$ cat config.mk
export PLATFORM = sky130hd
export DESIGN_NAME = instruction_memory_loader
export DESIGN_NICKNAME = d
export VERILOG_FILES = /design/src/rtl/instruction_memory_loader.sv
export SDC_FILE = /design/constraint.sdc
export NUM_CORES = 1
export LEC_CHECK = 0
export ABC_CLOCK_PERIOD_IN_PS = 3900
export CAP_MARGIN = 30
export CORE_MARGIN = 4
export CORE_UTILIZATION = 30
export CTS_CLUSTER_SIZE = 28
export DETAILED_ROUTE_END_ITERATION = 10
export PLACE_DENSITY_LB_ADDON = 0.05
export SYNTH_ARGS = -nofsm -noshare
export SYNTH_HDL_FRONTEND = slang
export SYNTH_SLANG_ARGS = --single-unit
$ cat constraint.sdc
create_clock -name clk -period 3.9 [get_ports clk]
set_input_delay 0.78 -clock clk [delete_from_list [all_inputs] [get_ports clk]]
set_output_delay 0.78 -clock clk [all_outputs]
set_load 0.01 [all_outputs]
$ cat src/rtl/instruction_memory_loader.sv
// instruction_memory_loader: turns a byte stream (length word N, then N little-endian words) into instruction memory writes
// Ports: clk, reset (async, active-high), start (load request pulse),
//        byte_valid/byte_data/byte_ready (byte stream handshake; transfer = byte_valid & byte_ready),
//        wr_en/wr_address/wr_data (one-cycle memory write; byte address),
//        busy (load in progress, holds the CPU), done/error (sticky result of the last load).
// Build option LOADER_CHECKSUM_EN: a trailing 4-byte word must equal the XOR of all data words.
module instruction_memory_loader #(
   parameter int INSTRUCTION_BITSIZE      = 32,
   parameter int INSTRUCTION_MEMORY_DEPTH = 256,
   parameter int BASE_ADDRESS             = 0
)(
   input  logic                           clk,
   input  logic                           reset,
   input  logic                           start,
   input  logic                           byte_valid,
   input  logic [7:0]                     byte_data,
   output logic                           byte_ready,
   output logic                           wr_en,
   output logic [31:0]                    wr_address,
   output logic [INSTRUCTION_BITSIZE-1:0] wr_data,
   output logic                           busy,
   output logic                           done,
   output logic                           error
);
   localparam int CW = $clog2(INSTRUCTION_MEMORY_DEPTH) + 1;
   localparam logic [31:0] LIMIT = 32'(INSTRUCTION_MEMORY_DEPTH - BASE_ADDRESS / 4);
`ifdef LOADER_CHECKSUM_EN
   typedef enum logic [2:0] {IDLE, LEN, DATA, CHK, DONE, ERROR} state_t;
   logic [31:0] xor_acc;
`else
   typedef enum logic [2:0] {IDLE, LEN, DATA, DONE, ERROR} state_t;
`endif
   state_t      state;
   logic [1:0]  byte_cnt;
   logic [CW-1:0] word_cnt;
   logic [31:0] len;
   logic [23:0] shift;
   logic [31:0] word;
   logic        take;
`ifdef LOADER_CHECKSUM_EN
   assign busy = state == LEN || state == DATA || state == CHK;
`else
   assign busy = state == LEN || state == DATA;
`endif
   assign byte_ready = busy;
   assign take       = byte_valid & byte_ready;
   // the incoming byte is the most significant one of the word being assembled
   assign word       = {byte_data, shift};
   always_ff @(posedge clk or posedge reset) begin
      if (reset) begin
         state      <= IDLE;
         byte_cnt   <= '0;
         word_cnt   <= '0;
         len        <= '0;
         shift      <= '0;
         wr_en      <= 1'b0;
         wr_address <= '0;
         wr_data    <= '0;
         done       <= 1'b0;
         error      <= 1'b0;
`ifdef LOADER_CHECKSUM_EN
         xor_acc    <= '0;
`endif
      end else begin
         wr_en <= 1'b0;
         case (state)
            IDLE, DONE, ERROR: if (start) begin
               state    <= LEN;
               done     <= 1'b0;
               error    <= 1'b0;
               byte_cnt <= '0;
               word_cnt <= '0;
`ifdef LOADER_CHECKSUM_EN
               xor_acc  <= '0;
`endif
            end
            default: if (take) begin
               byte_cnt <= byte_cnt + 2'd1;
               shift    <= word[31:8];
               if (byte_cnt == 2'd3) begin
                  case (state)
                     LEN: begin
                        len <= word;
                        if (word == 32'd0) begin
`ifdef LOADER_CHECKSUM_EN
                           state <= CHK;
`else
                           state <= DONE;
                           done  <= 1'b1;
`endif
                        end else if (word > LIMIT) begin
                           state <= ERROR;
                           error <= 1'b1;
                        end else state <= DATA;
                     end
                     DATA: begin
                        wr_en      <= 1'b1;
                        wr_address <= 32'(BASE_ADDRESS) + 32'({word_cnt, 2'b00});
                        wr_data    <= word;
                        word_cnt   <= word_cnt + CW'(1);
`ifdef LOADER_CHECKSUM_EN
                        xor_acc    <= xor_acc ^ word;
                        if (32'(word_cnt) + 32'd1 == len) state <= CHK;
`else
                        if (32'(word_cnt) + 32'd1 == len) begin
                           state <= DONE;
                           done  <= 1'b1;
                        end
`endif
                     end
`ifdef LOADER_CHECKSUM_EN
                     CHK: begin
                        state <= word == xor_acc ? DONE : ERROR;
                        done  <= word == xor_acc;
                        error <= word != xor_acc;
                     end
`endif
                     default: ;
                  endcase
               end
            end
         endcase
      end
   end
endmodule
==> results of run 1 <==
kinds of logic (layout without fill, tap and decap cells):
logic type | after synthesis | count (layout) | share of synthesized area (%)
flip-flops | 114 | 114 | 56.72
multiplexers | 96 | 96 | 21.49
AND/OR/NAND/NOR | 78 | 78 | 7.935
buffers and inverters | 52 | 103 | 6.070
AO/OA/AOI/OAI | 41 | 41 | 4.950
XOR/XNOR | 13 | 13 | 2.264
adder cells (fa/ha/maj) | 2 | 2 | 0.4974
other | 1 | 23 | 0.07456
worst max-delay path, cell delays in order, from the launching register on:
cell                              delay [ns]
sky130_fd_sc_hd__dfrtp_1                0.55
sky130_fd_sc_hd__inv_1                  0.18
sky130_fd_sc_hd__nand2_1                0.09
sky130_fd_sc_hd__a21oi_1                0.28
sky130_fd_sc_hd__clkdlybuf4s50_1        0.59
layout by cell type, fill, tap and decap left out, types with 2 or more instances in the layout:
| cell type | count |
|---|---|
| sky130_fd_sc_hd__a211oi_1 | 2 |
| sky130_fd_sc_hd__a21oi_1 | 6 |
| sky130_fd_sc_hd__a31o_2 | 2 |
| sky130_fd_sc_hd__a31oi_1 | 2 |
| sky130_fd_sc_hd__and3_1 | 3 |
| sky130_fd_sc_hd__buf_4 | 5 |
| sky130_fd_sc_hd__clkbuf_1 | 2 |
| sky130_fd_sc_hd__clkbuf_16 | 17 |
| sky130_fd_sc_hd__clkbuf_8 | 6 |
| sky130_fd_sc_hd__clkdlybuf4s50_1 | 57 |
| sky130_fd_sc_hd__clkinv_2 | 4 |
| sky130_fd_sc_hd__conb_1 | 23 |
| sky130_fd_sc_hd__dfrtp_1 | 114 |
| sky130_fd_sc_hd__ha_1 | 2 |
| sky130_fd_sc_hd__inv_1 | 8 |
| sky130_fd_sc_hd__mux2_2 | 96 |
| sky130_fd_sc_hd__nand2_1 | 23 |
| sky130_fd_sc_hd__nand3_1 | 6 |
| sky130_fd_sc_hd__nand4_1 | 5 |
| sky130_fd_sc_hd__nor2_1 | 14 |
| sky130_fd_sc_hd__nor3_1 | 5 |
| sky130_fd_sc_hd__nor4_1 | 14 |
| sky130_fd_sc_hd__o21ai_0 | 20 |
| sky130_fd_sc_hd__o31ai_1 | 2 |
| sky130_fd_sc_hd__o41ai_1 | 2 |
| sky130_fd_sc_hd__or3_1 | 2 |
| sky130_fd_sc_hd__xnor2_1 | 10 |
| sky130_fd_sc_hd__xor2_1 | 3 |
power groups by stage:
| stage | logic (mW) | registers (mW) | clock network [mW] |
|---|---|---|---|
| floorplan | 0.660 | 1.67 | 0 |
| global placement | 0.793 | 1.84 | 0 |
| detailed placement | 0.811 | 1.84 | 0 |
| CTS | 0.814 | 1.82 | 1.52 |
| global route | 0.897 | 1.86 | 1.57 |
| finish | 0.792 | 1.80 | 1.48 |
cell type report:
type	instances	area [µm²]	area share [%]
clock inverter	5	50.05	0.7907
timing repair buffer	63	628.1	9.923
clock buffer	25	515.5	8.144
inverter	10	45.04	0.7116
tap	220	275.3	4.349
multi-input combinational	253	1963	31.01
sequential	114	2853	45.07
state kept, by name (all words and copies together), names as in the netlist:
signal / cells
byte_cnt: 2
done: 1
error: 1
len: 32
shift: 24
state: 3
word_cnt: 9
wr_address: 9
wr_data: 32
wr_en: 1
routing by layer:
| layer | vias to the layer above | track usage [%] | wire length (µm) |
|---|---|---|---|
| li1 | 1491 | - | - |
| met1 | 1595 | 16.59 | 5149 |
| met2 | 66 | 22.34 | 5875 |
| met3 | 14 | 4.054 | 452 |
| met4 | 0 | 4.490 | 158 |
| met5 | - | 0 | 0 |
per-stage QoR:
step / power (mW) / utilization (%) / area, µm²
final: 4.076 / 38.31 / 6330
after global routing: 4.332 / 38.31 / 6330
after CTS: 4.154 / 38.31 / 6330
after detailed placement: 2.651 / 34.88 / 5764
after global placement: 2.629 / 34.88 / 5764
after floorplan: 2.329 / - / 5112
worst max path at each step:
stage,startpoint,to,depth (start not counted)
after floorplan,reset,byte_cnt[0]$_DFFE_PP0P_,1
after global placement,byte_valid,word_cnt[4]$_DFFE_PP0P_,8
after detailed placement,byte_valid,word_cnt[4]$_DFFE_PP0P_,8
after CTS,state[1]$_DFFE_PP0P_,byte_ready,4
after global routing,state[1]$_DFFE_PP0P_,busy,4
final,state[1]$_DFFE_PP0P_,byte_ready,4
==> metrics.log, run 1 <==
INFO  metric ir_drop = 0.2867 mV
INFO  metric design.core.area = 16,520 µm²
INFO  metric synth_top_flop_cell = sky130_fd_sc_hd__dfrtp_1
INFO  metric number_of_enable_flip_flop_cells_after_synthesis = 0
INFO  metric place.port_buffers = 57
INFO  metric holdPathEnd = wr_address[4]$_DFFE_PP0P_
INFO  metric fin_skew = 0.007691 ns
INFO  metric flow.area_growth_from_synthesis = 25.85%
INFO  metric die_height = 137.5 µm
INFO  metric cts_tree = built
INFO  metric max-clock-path-buffers = 2
INFO  metric worstPathMaxFanout = 13
INFO  metric ctsHtreeMaxLevel = 4
INFO  metric route.vias.total = 3,166
INFO  metric worstPathRequired = 3.12 ns
INFO  metric floorplan.initialDensity = 30.44%
INFO  metric half_perimeter_wire_length_of_the_detailed_placement_result = 8030 µm
INFO  metric clock.fmax = 0.3468 GHz
INFO  metric synth_top_cells_by_area = sky130_fd_sc_hd__dfrtp_1, sky130_fd_sc_hd__mux2_2, sky130_fd_sc_hd__buf_4
INFO  metric seqPwrFrac = 44.3%
INFO  metric die_w = 137.5 µm
INFO  metric power_density = 643.9 nW/µm²
INFO  metric fin_tns_setup = 0 ns
INFO  metric grt_first_pass_wirelength = 18,910 µm
INFO  metric top_area_cell_type_share_of_the_netlist_area = 56.72%
INFO  metric gp_congestion = 0.7687
INFO  metric post_synth_num_cell_types = 38
INFO  metric synthesized_area = 5030 µm²
INFO  metric path_depth_of_the_worst_reg2reg_path = 7
INFO  metric timing.reg2reg.setup_slack = 1.35 ns
INFO  metric worst_slack = 1.016 ns
INFO  metric fin_hold_ws = 0.5003 ns
INFO  metric setup_viol = 0
INFO  metric async_reset_ff_share = 100.0%
INFO  metric switching_power = 1.193 mW
INFO  metric rsz0062_at_grt = no
INFO  metric ys_warn_count = 0
INFO  metric syn-instance-count = 397
INFO  metric antenna_cells = 0
INFO  metric globalRoute.totalOverflow = 0
INFO  metric run_status = completed
INFO  metric cts.reportedPaths.clkPinSlew = 0.05 ns
INFO  metric grt_pass1_vias = 3,396
INFO  metric routed_wl = 11,640 µm
INFO  metric worstHoldPathType = reg2reg
INFO  metric vias_per_cell = 4.588
INFO  metric insertion_delay = 0.40 ns
INFO  metric io_pins = 81
INFO  metric max-cap-violations = 0
INFO  metric end_kind = primary output
INFO  metric power.share.switching = 29.27%
INFO  metric synth_sequential_area_ratio = 56.72%
INFO  metric cts_buffers = 17
INFO  metric leakagePower = 2.902 nW
INFO  metric antenna_found_initial = 0
INFO  metric fillerInstances = 1,619
INFO  metric timing.hold.worst_path_depth = 1
INFO  metric nets_finish = 473
INFO  metric worstMarginPinSlew = 0.7763 ns
INFO  metric power_frac_comb = 19.4%
INFO  metric max_slew_margin = 48.25%
INFO  metric avgSynthCellArea = 12.67 µm²
INFO  metric tritoncts_num_sinks = 114
INFO  metric track_usage = 13.42%
INFO  metric worst-endpoint-arrival = 2.10 ns
INFO  metric finalWorstPathRequiredPeriod = 2.884 ns
INFO  metric ys_top_cells_by_count = sky130_fd_sc_hd__dfrtp_1, sky130_fd_sc_hd__mux2_2, sky130_fd_sc_hd__buf_4, sky130_fd_sc_hd__nand2_1, sky130_fd_sc_hd__o21ai_0
INFO  metric cp-start-kind = register
INFO  metric rr_startpoint = state[1]$_DFFE_PP0P_
INFO  metric hold_buffers = 0
INFO  metric detailedPlace.worstSlack = 0.7067 ns
INFO  metric power.internal = 2.883 mW
INFO  metric clock_power_share = 36.3%
INFO  metric timing.final.crit_share = 73.94%
INFO  metric detail_route.wl_per_cell = 16.86 µm
INFO  metric ys_ff_latch = 114
INFO  metric crit_type = reg2out
INFO  metric synth_most_common_cell = sky130_fd_sc_hd__dfrtp_1
INFO  metric route.antenna.remaining_nets = 0
INFO  metric synth_largest_area_cell = sky130_fd_sc_hd__dfrtp_1
INFO  metric dpl.cell_count = 660
INFO  metric fp.dieArea = 18,900 µm²
INFO  metric finalHoldViolations = 0
INFO  metric row_count = 47
INFO  metric drt-initial-drc-count = 116
INFO  metric drive_gt1_share = 29.15%
INFO  metric detail_route.drc_violations = 0
INFO  metric cts_post_setup_buffers_inserted = 0
INFO  metric drt_pre_antenna_iters = 4
INFO  metric stdcell_count = 690
INFO  metric min_from = wr_address[4]$_DFFE_PP0P_
INFO  metric grt_start_max_net_pins = 58
INFO  metric final_max_slew_viol_count = 0
INFO  metric regToRegEndpoint = word_cnt[4]$_DFFE_PP0P_
INFO  metric ctsRootBufferMaster = sky130_fd_sc_hd__clkbuf_16
INFO  metric ctsResizeCount = 0
Note: power is estimated with default switching activity, not from simulation.
==> run 2, diff against run 1 <==
Settings changed: ABC_CLOCK_PERIOD_IN_PS 3900 to 2600.
Clock period 3.9 ns to 2.6 ns, I/O delays scaled along.
==> metrics.log, run 2 (synthesis gave the netlist of run 1 again) <==
INFO  metric tritoncts_num_sinks = 114 (unchanged)
INFO  metric layout.cells.most_common = sky130_fd_sc_hd__dfrtp_1
INFO  metric final_max_slew_viol_count = 0 (unchanged)
INFO  metric cts_tree = built
INFO  metric drt-initial-drc-count = 150 (+29%)
INFO  metric die_w = 137.5 µm (unchanged)
INFO  metric crit_type = reg2out
INFO  metric cts_post_setup_buffers_inserted = 0 (unchanged)
INFO  metric detail_route.wl_per_cell = 16.60 µm (-1.5%)
INFO  metric seqPwrFrac = 42.6% (-1.7 points)
INFO  metric cts.reportedPaths.clkPinSlew = 0.05 ns (about the same)
INFO  metric vias_per_cell = 4.591 (about the same)
INFO  metric worstHoldPathType = reg2reg
INFO  metric io_pins = 81 (unchanged)
INFO  metric ctsHtreeMaxLevel = 4 (unchanged)
INFO  metric clock.fmax = 0.4134 GHz
INFO  metric path_depth_of_the_worst_reg2reg_path = 7 (unchanged)
INFO  metric leakagePower = 2.979 nW (+2.7%)
INFO  metric flow.area_growth_from_synthesis = 28.96%
INFO  metric cp-start-kind = register
INFO  metric ir_drop = 0.4912 mV (+71%)
INFO  metric max-clock-path-buffers = 2 (unchanged)
INFO  metric ctsResizeCount = 0 (unchanged)
INFO  metric fin_skew = 0.008765 ns (+0.001074 ns)
INFO  metric max_slew_margin = 58.58% (+10 points)
INFO  metric instance_area_after_placement = 5881 µm² (+2.0%)
INFO  metric sequential_cell_area = 2853 µm² (unchanged)
INFO  metric grt_start_max_net_pins = 54 (-6.9%)
INFO  metric holdPathEnd = wr_address[4]$_DFFE_PP0P_
INFO  metric drt_pre_antenna_iters = 4 (unchanged)
INFO  metric design_area = 6486 µm² (+2.5%)
INFO  metric die_height = 137.5 µm (unchanged)
INFO  metric timing.hold.worst_path_depth = 1 (unchanged)
INFO  metric nets_finish = 485 (+2.5%)
INFO  metric worst-endpoint-arrival = 1.90 ns (-0.20 ns)
INFO  metric fillerInstances = 1,606 (-0.80%)
INFO  metric power_frac_comb = 19.8% (+0.4 points)
INFO  metric layout_top_registers = len (32), wr_data (32), shift (24)
INFO  metric detail_route.drc_violations = 0 (unchanged)
INFO  metric finalWorstPathRequiredPeriod = 2.419 ns
INFO  metric cts_buffers = 17 (unchanged)
INFO  metric rsz0062_at_grt = no
INFO  metric globalRoute.totalOverflow = 0 (unchanged)
INFO  metric place.port_buffers = 57 (unchanged)
INFO  metric route.vias.total = 3,232 (+2.1%)
INFO  metric design.core.area = 16,520 µm² (unchanged)
INFO  metric switching_power = 1.808 mW (+52%)
INFO  metric antenna_found_initial = 0 (unchanged)
INFO  metric row_count = 47 (unchanged)
INFO  metric timing.reg2reg.setup_slack = 0.46 ns (-0.89 ns)
INFO  metric regToRegEndpoint = done$_DFFE_PP0P_
INFO  metric grt_first_pass_wirelength = 18,930 µm (+0.11%)
INFO  metric dpl.cell_count = 672 (+1.8%)
INFO  metric multiInputGateArea = 1963 µm² (unchanged)
INFO  metric power.share.switching = 28.74% (-0.53 points)
INFO  metric half_perimeter_wire_length_of_the_detailed_placement_result = 8074 µm (+0.55%)
INFO  metric routed_wl = 11,690 µm (+0.46%)
INFO  metric worstMarginPinSlew = 0.6172 ns (-0.1591 ns)
INFO  metric drive_gt1_share = 31.20% (+2.0 points)
INFO  metric hold_buffers = 0 (unchanged)
INFO  metric stdcell_count = 704 (+2.0%)
INFO  metric timing.final.crit_share = 93.05%
INFO  metric fin_tns_setup = 0 ns (unchanged)
INFO  metric power_density = 969.8 nW/µm² (+51%)
INFO  metric setup_viol = 0 (unchanged)
INFO  metric ctsRootBufferMaster = sky130_fd_sc_hd__clkbuf_16
INFO  metric clock_power_share = 37.6% (+1.3 points)
INFO  metric finalHoldViolations = 0 (unchanged)
INFO  metric grt_pass1_vias = 3,348 (-1.4%)
INFO  metric most_frequent_cells_in_the_layout = sky130_fd_sc_hd__dfrtp_1, sky130_fd_sc_hd__mux2_2, sky130_fd_sc_hd__clkdlybuf4s50_1, sky130_fd_sc_hd__nand2_1, sky130_fd_sc_hd__conb_1
INFO  metric rr_startpoint = word_cnt[1]$_DFFE_PP0P_
INFO  metric worstPathMaxFanout = 10 (-3)
INFO  metric worstPathRequired = 2.08 ns (-1.04 ns)
INFO  metric detailedPlace.worstSlack = 0.09418 ns (-0.6125 ns)
INFO  metric min_from = wr_address[4]$_DFFE_PP0P_
INFO  metric gp_congestion = 0.7647 (-0.52%)
INFO  metric antenna_cells = 0 (unchanged)
INFO  metric worst_slack = 0.1808 ns (-0.8356 ns)
INFO  metric max-cap-violations = 0 (unchanged)
INFO  metric floorplan.initialDensity = 30.44% (unchanged)
INFO  metric fp.dieArea = 18,900 µm² (unchanged)
INFO  metric track_usage = 13.47% (+0.050 points)
INFO  metric route.antenna.remaining_nets = 0 (unchanged)
INFO  metric insertion_delay = 0.41 ns (about the same)
INFO  metric run_status = completed
INFO  metric end_kind = primary output
INFO  metric power.internal = 4.483 mW (+55%)
-- run 2: how the worst max path moves through the flow --
stage                                    start                 endpoint  slack (ns)  cells past startpoint
after floorplan           state[0]$_DFFE_PP0P_  word_cnt[4]$_DFFE_PP0P_        0.58                      9
after global placement            byte_data[1]         done$_DFFE_PP0P_        0.06                      8
after detailed placement          byte_data[1]     state[2]$_DFFE_PP0P_        0.09                      9
after CTS                 state[0]$_DFFE_PP0P_               byte_ready        0.12                      3
after global routing      state[0]$_DFFE_PP0P_                     busy        0.03                      3
final                     state[0]$_DFFE_PP0P_               byte_ready        0.18                      3
-- run 2: power groups by stage --
stage / sequential [mW] / combinational, mW / clock, mW
final: 2.68 / 1.25 / 2.37
after global routing: 2.77 / 1.40 / 2.53
after CTS: 2.71 / 1.27 / 2.45
after detailed placement: 2.74 / 1.26 / 0
after global placement: 2.73 / 1.24 / 0
after floorplan: 2.50 / 0.990 / 0
-- run 2: critical path, stage by stage (launching register included) --
cell                              delay [ns]
sky130_fd_sc_hd__dfrtp_1                0.47
sky130_fd_sc_hd__nand2b_4               0.21
sky130_fd_sc_hd__a21oi_1                0.23
sky130_fd_sc_hd__clkdlybuf4s50_1        0.59
-- run 2: cell type report --
class,instances,area share (%)
clock buffer,22,7.311
inverter,10,0.7137
multi-input combinational,253,30.27
timing repair buffer,75,11.46
sequential,114,43.98
tap,220,4.244
clock inverter,10,2.025
-- run 2: stage by stage --
step / hold WS [ns] / total power [mW] / util [%]
global route: 0.5108 / 6.708 / 39.25
detailed placement: 0.4930 / 3.999 / 35.59
global placement: 0.4894 / 3.976 / 35.59
finish: 0.4995 / 6.291 / 39.25
floorplan: 0.4671 / 3.494 / -
CTS: 0.5045 / 6.426 / 39.25
-- run 2: metal layers --
metal	wire length, µm	global-route usage [%]
met1	5190	16.38
met2	5839	22.32
met3	441	4.164
met4	216	5.211
met5	0	0
==> run 3, diff against run 2 <==
Settings changed: SETUP_SLACK_MARGIN set to 0.5, SKIP_CTS_REPAIR_TIMING set to 1.
==> metrics.log, run 3 (synthesis gave the netlist of run 1 again) <==
INFO  metric cp-start-kind = primary input
INFO  metric grt.busiest_layer = met2
INFO  metric worstPathMaxFanout = 3 (-7)
INFO  metric max-cap-violations = 0 (unchanged)
INFO  metric fin_skew = 0.01092 ns (+0.002160 ns)
INFO  metric design_area = 6535 µm² (+0.75%)
INFO  metric vias_per_cell = 4.584 (-0.15%)
INFO  metric flow.area_growth_from_synthesis = 29.93%
INFO  metric die_height = 137.5 µm (unchanged)
INFO  metric worstPathRequired = 2.92 ns (+0.84 ns)
INFO  metric crit_type = in2reg
INFO  metric fin_hold_ws = 0.4995 ns (-0.00001000 ns)
INFO  metric finalWorstPathRequiredPeriod = 2.041 ns (-0.3777 ns)
INFO  metric drive_gt1_share = 33.26% (+2.1 points)
INFO  metric stdcell_count = 704 (unchanged)
INFO  metric detail_route.wl_per_cell = 16.68 µm (+0.46%)
INFO  metric max-clock-path-buffers = 2 (unchanged)
INFO  metric die_w = 137.5 µm (unchanged)
INFO  metric design.core.area = 16,520 µm² (unchanged)
INFO  metric groute.layer.met2.usage = 22.32% (unchanged)
INFO  metric instance_area_after_placement = 5881 µm² (unchanged)
INFO  metric worstMarginPinSlew = 0.6167 ns (-0.0005279 ns)
INFO  metric gp_congestion = 0.7647 (unchanged)
INFO  metric floorplan.initialDensity = 30.44% (unchanged)
INFO  metric routed_wl = 11,740 µm (+0.46%)
INFO  metric cts.reportedPaths.clkPinSlew = 0.05 ns (about the same)
INFO  metric nets_finish = 485 (unchanged)
INFO  metric route.vias.total = 3,227 (-0.15%)
INFO  metric setup_viol = 0 (unchanged)
INFO  metric grt_start_max_net_pins = 54 (unchanged)
INFO  metric antenna_cells = 0 (unchanged)
INFO  metric worstHoldPathType = reg2reg
INFO  metric rsz0062_at_grt = yes
INFO  metric grt_pass1_vias = 3,348 (unchanged)
INFO  metric track_usage = 13.47% (unchanged)
INFO  metric antenna_found_initial = 0 (unchanged)
INFO  metric clock.fmax = 0.4898 GHz (+19%)
INFO  metric cts_tree = built
INFO  metric fp.dieArea = 18,900 µm² (unchanged)
INFO  metric route.antenna.remaining_nets = 0 (unchanged)
INFO  metric ir_drop = 0.4877 mV (-0.73%)
INFO  metric run_status = completed
INFO  metric place.port_buffers = 57 (unchanged)
INFO  metric layout_top_registers = len (32), wr_data (32), shift (24)
INFO  metric detail_route.drc_violations = 0 (unchanged)
INFO  metric final_max_slew_viol_count = 0 (unchanged)
INFO  metric grt.met1_usage = 16.38% (unchanged)
INFO  metric worst-endpoint-arrival = 2.36 ns (+0.46 ns)
INFO  metric finalHoldViolations = 0 (unchanged)
INFO  metric drt-initial-drc-count = 152 (+1.3%)
INFO  metric layout.cells.most_common = sky130_fd_sc_hd__dfrtp_1
INFO  metric most_frequent_cells_in_the_layout = sky130_fd_sc_hd__dfrtp_1, sky130_fd_sc_hd__mux2_2, sky130_fd_sc_hd__clkdlybuf4s50_1, sky130_fd_sc_hd__nand2_1, sky130_fd_sc_hd__conb_1
INFO  metric half_perimeter_wire_length_of_the_detailed_placement_result = 8074 µm (unchanged)
INFO  metric groute.layer.met3.usage = 4.164% (unchanged)
INFO  metric timing.final.crit_share = 78.52% (-15 points)
INFO  metric dpl.cell_count = 672 (unchanged)
INFO  metric leakagePower = 3.007 nW (+0.94%)
INFO  metric power_density = 966.7 nW/µm² (-0.32%)
INFO  metric row_count = 47 (unchanged)
INFO  metric cts_buffers = 17 (unchanged)
INFO  metric fin_tns_setup = 0 ns (unchanged)
INFO  metric grt_first_pass_wirelength = 18,930 µm (unchanged)
INFO  metric globalRoute.totalOverflow = 0 (unchanged)
INFO  metric io_pins = 81 (unchanged)
INFO  metric ctsRootBufferMaster = sky130_fd_sc_hd__clkbuf_16
INFO  metric insertion_delay = 0.41 ns (about the same)
INFO  metric ctsHtreeMaxLevel = 4 (unchanged)
INFO  metric end_kind = register
INFO  metric tritoncts_num_sinks = 114 (unchanged)
INFO  metric post-layout-total-power = 6.317 mW (+0.43%)
INFO  metric max_slew_margin = 58.61% (about the same)
INFO  metric drt_pre_antenna_iters = 4 (unchanged)
==> run 3: stage by stage <==
step                      setup slack (ns)  util, %
after floorplan                     0.5826        -
after global placement             0.05899    35.59
after detailed placement           0.09418    35.59
after CTS                           0.1205    39.25
after global routing                0.4782    39.55
final                               0.5585    39.55
==> run 3: path summary, 6_finish.rpt <==
path | from | end | slack (ns) | depth (start not counted)
max in group asynchronous | reset | len[17]$_DFFE_PP0P_ | 1.42 | 3
max reg2reg | state[0]$_DFFE_PP0P_ | word_cnt[4]$_DFFE_PP0P_ | 0.62 | 7
min reg2reg | wr_address[4]$_DFFE_PP0P_ | wr_address[4]$_DFFE_PP0P_ | 0.50 | 1
min | wr_address[4]$_DFFE_PP0P_ | wr_address[4]$_DFFE_PP0P_ | 0.50 | 1
min in group asynchronous | reset | wr_data[7]$_DFFE_PP0P_ | 0.53 | 2
max | byte_data[1] | done$_DFFE_PP0P_ | 0.56 | 8
==> run 3: cell type report <==
| cell class | instances | area (µm²) |
|---|---|---|
| clock inverter | 10 | 131.4 |
| timing repair buffer | 75 | 748.2 |
| sequential | 114 | 2855 |
| tap | 220 | 275.3 |
| inverter | 10 | 46.29 |
| fill | 1608 | 9990 |
| clock buffer | 22 | 474.2 |
| multi-input combinational | 253 | 2004 |
==> run 3: worst max-delay path, cell delays in order <==
cell and delay (ns):
sky130_fd_sc_hd__clkdlybuf4s50_1 0.43, sky130_fd_sc_hd__nor4_2 0.27, sky130_fd_sc_hd__buf_4 0.15, sky130_fd_sc_hd__nand4_1 0.19
sky130_fd_sc_hd__o41ai_2 0.37, sky130_fd_sc_hd__buf_4 0.17, sky130_fd_sc_hd__nand4_1 0.10, sky130_fd_sc_hd__a21boi_0 0.16
==> run 3: report_power, final <==
group / switching [mW] / internal (mW)
Sequential: 0.471 / 2.23
Clock: 0.790 / 1.57
Combinational: 0.567 / 0.689
Total: 1.83 / 4.49
==> run 3: routing by layer <==
metal / routed length, µm / part of all wire, % / vias up
met5: 0 / 0 / -
met3: 396 / 3.4 / 11
met2: 5899 / 50 / 65
li1: - / - / 1523
met1: 5258 / 45 / 1628
met4: 188 / 1.6 / 0
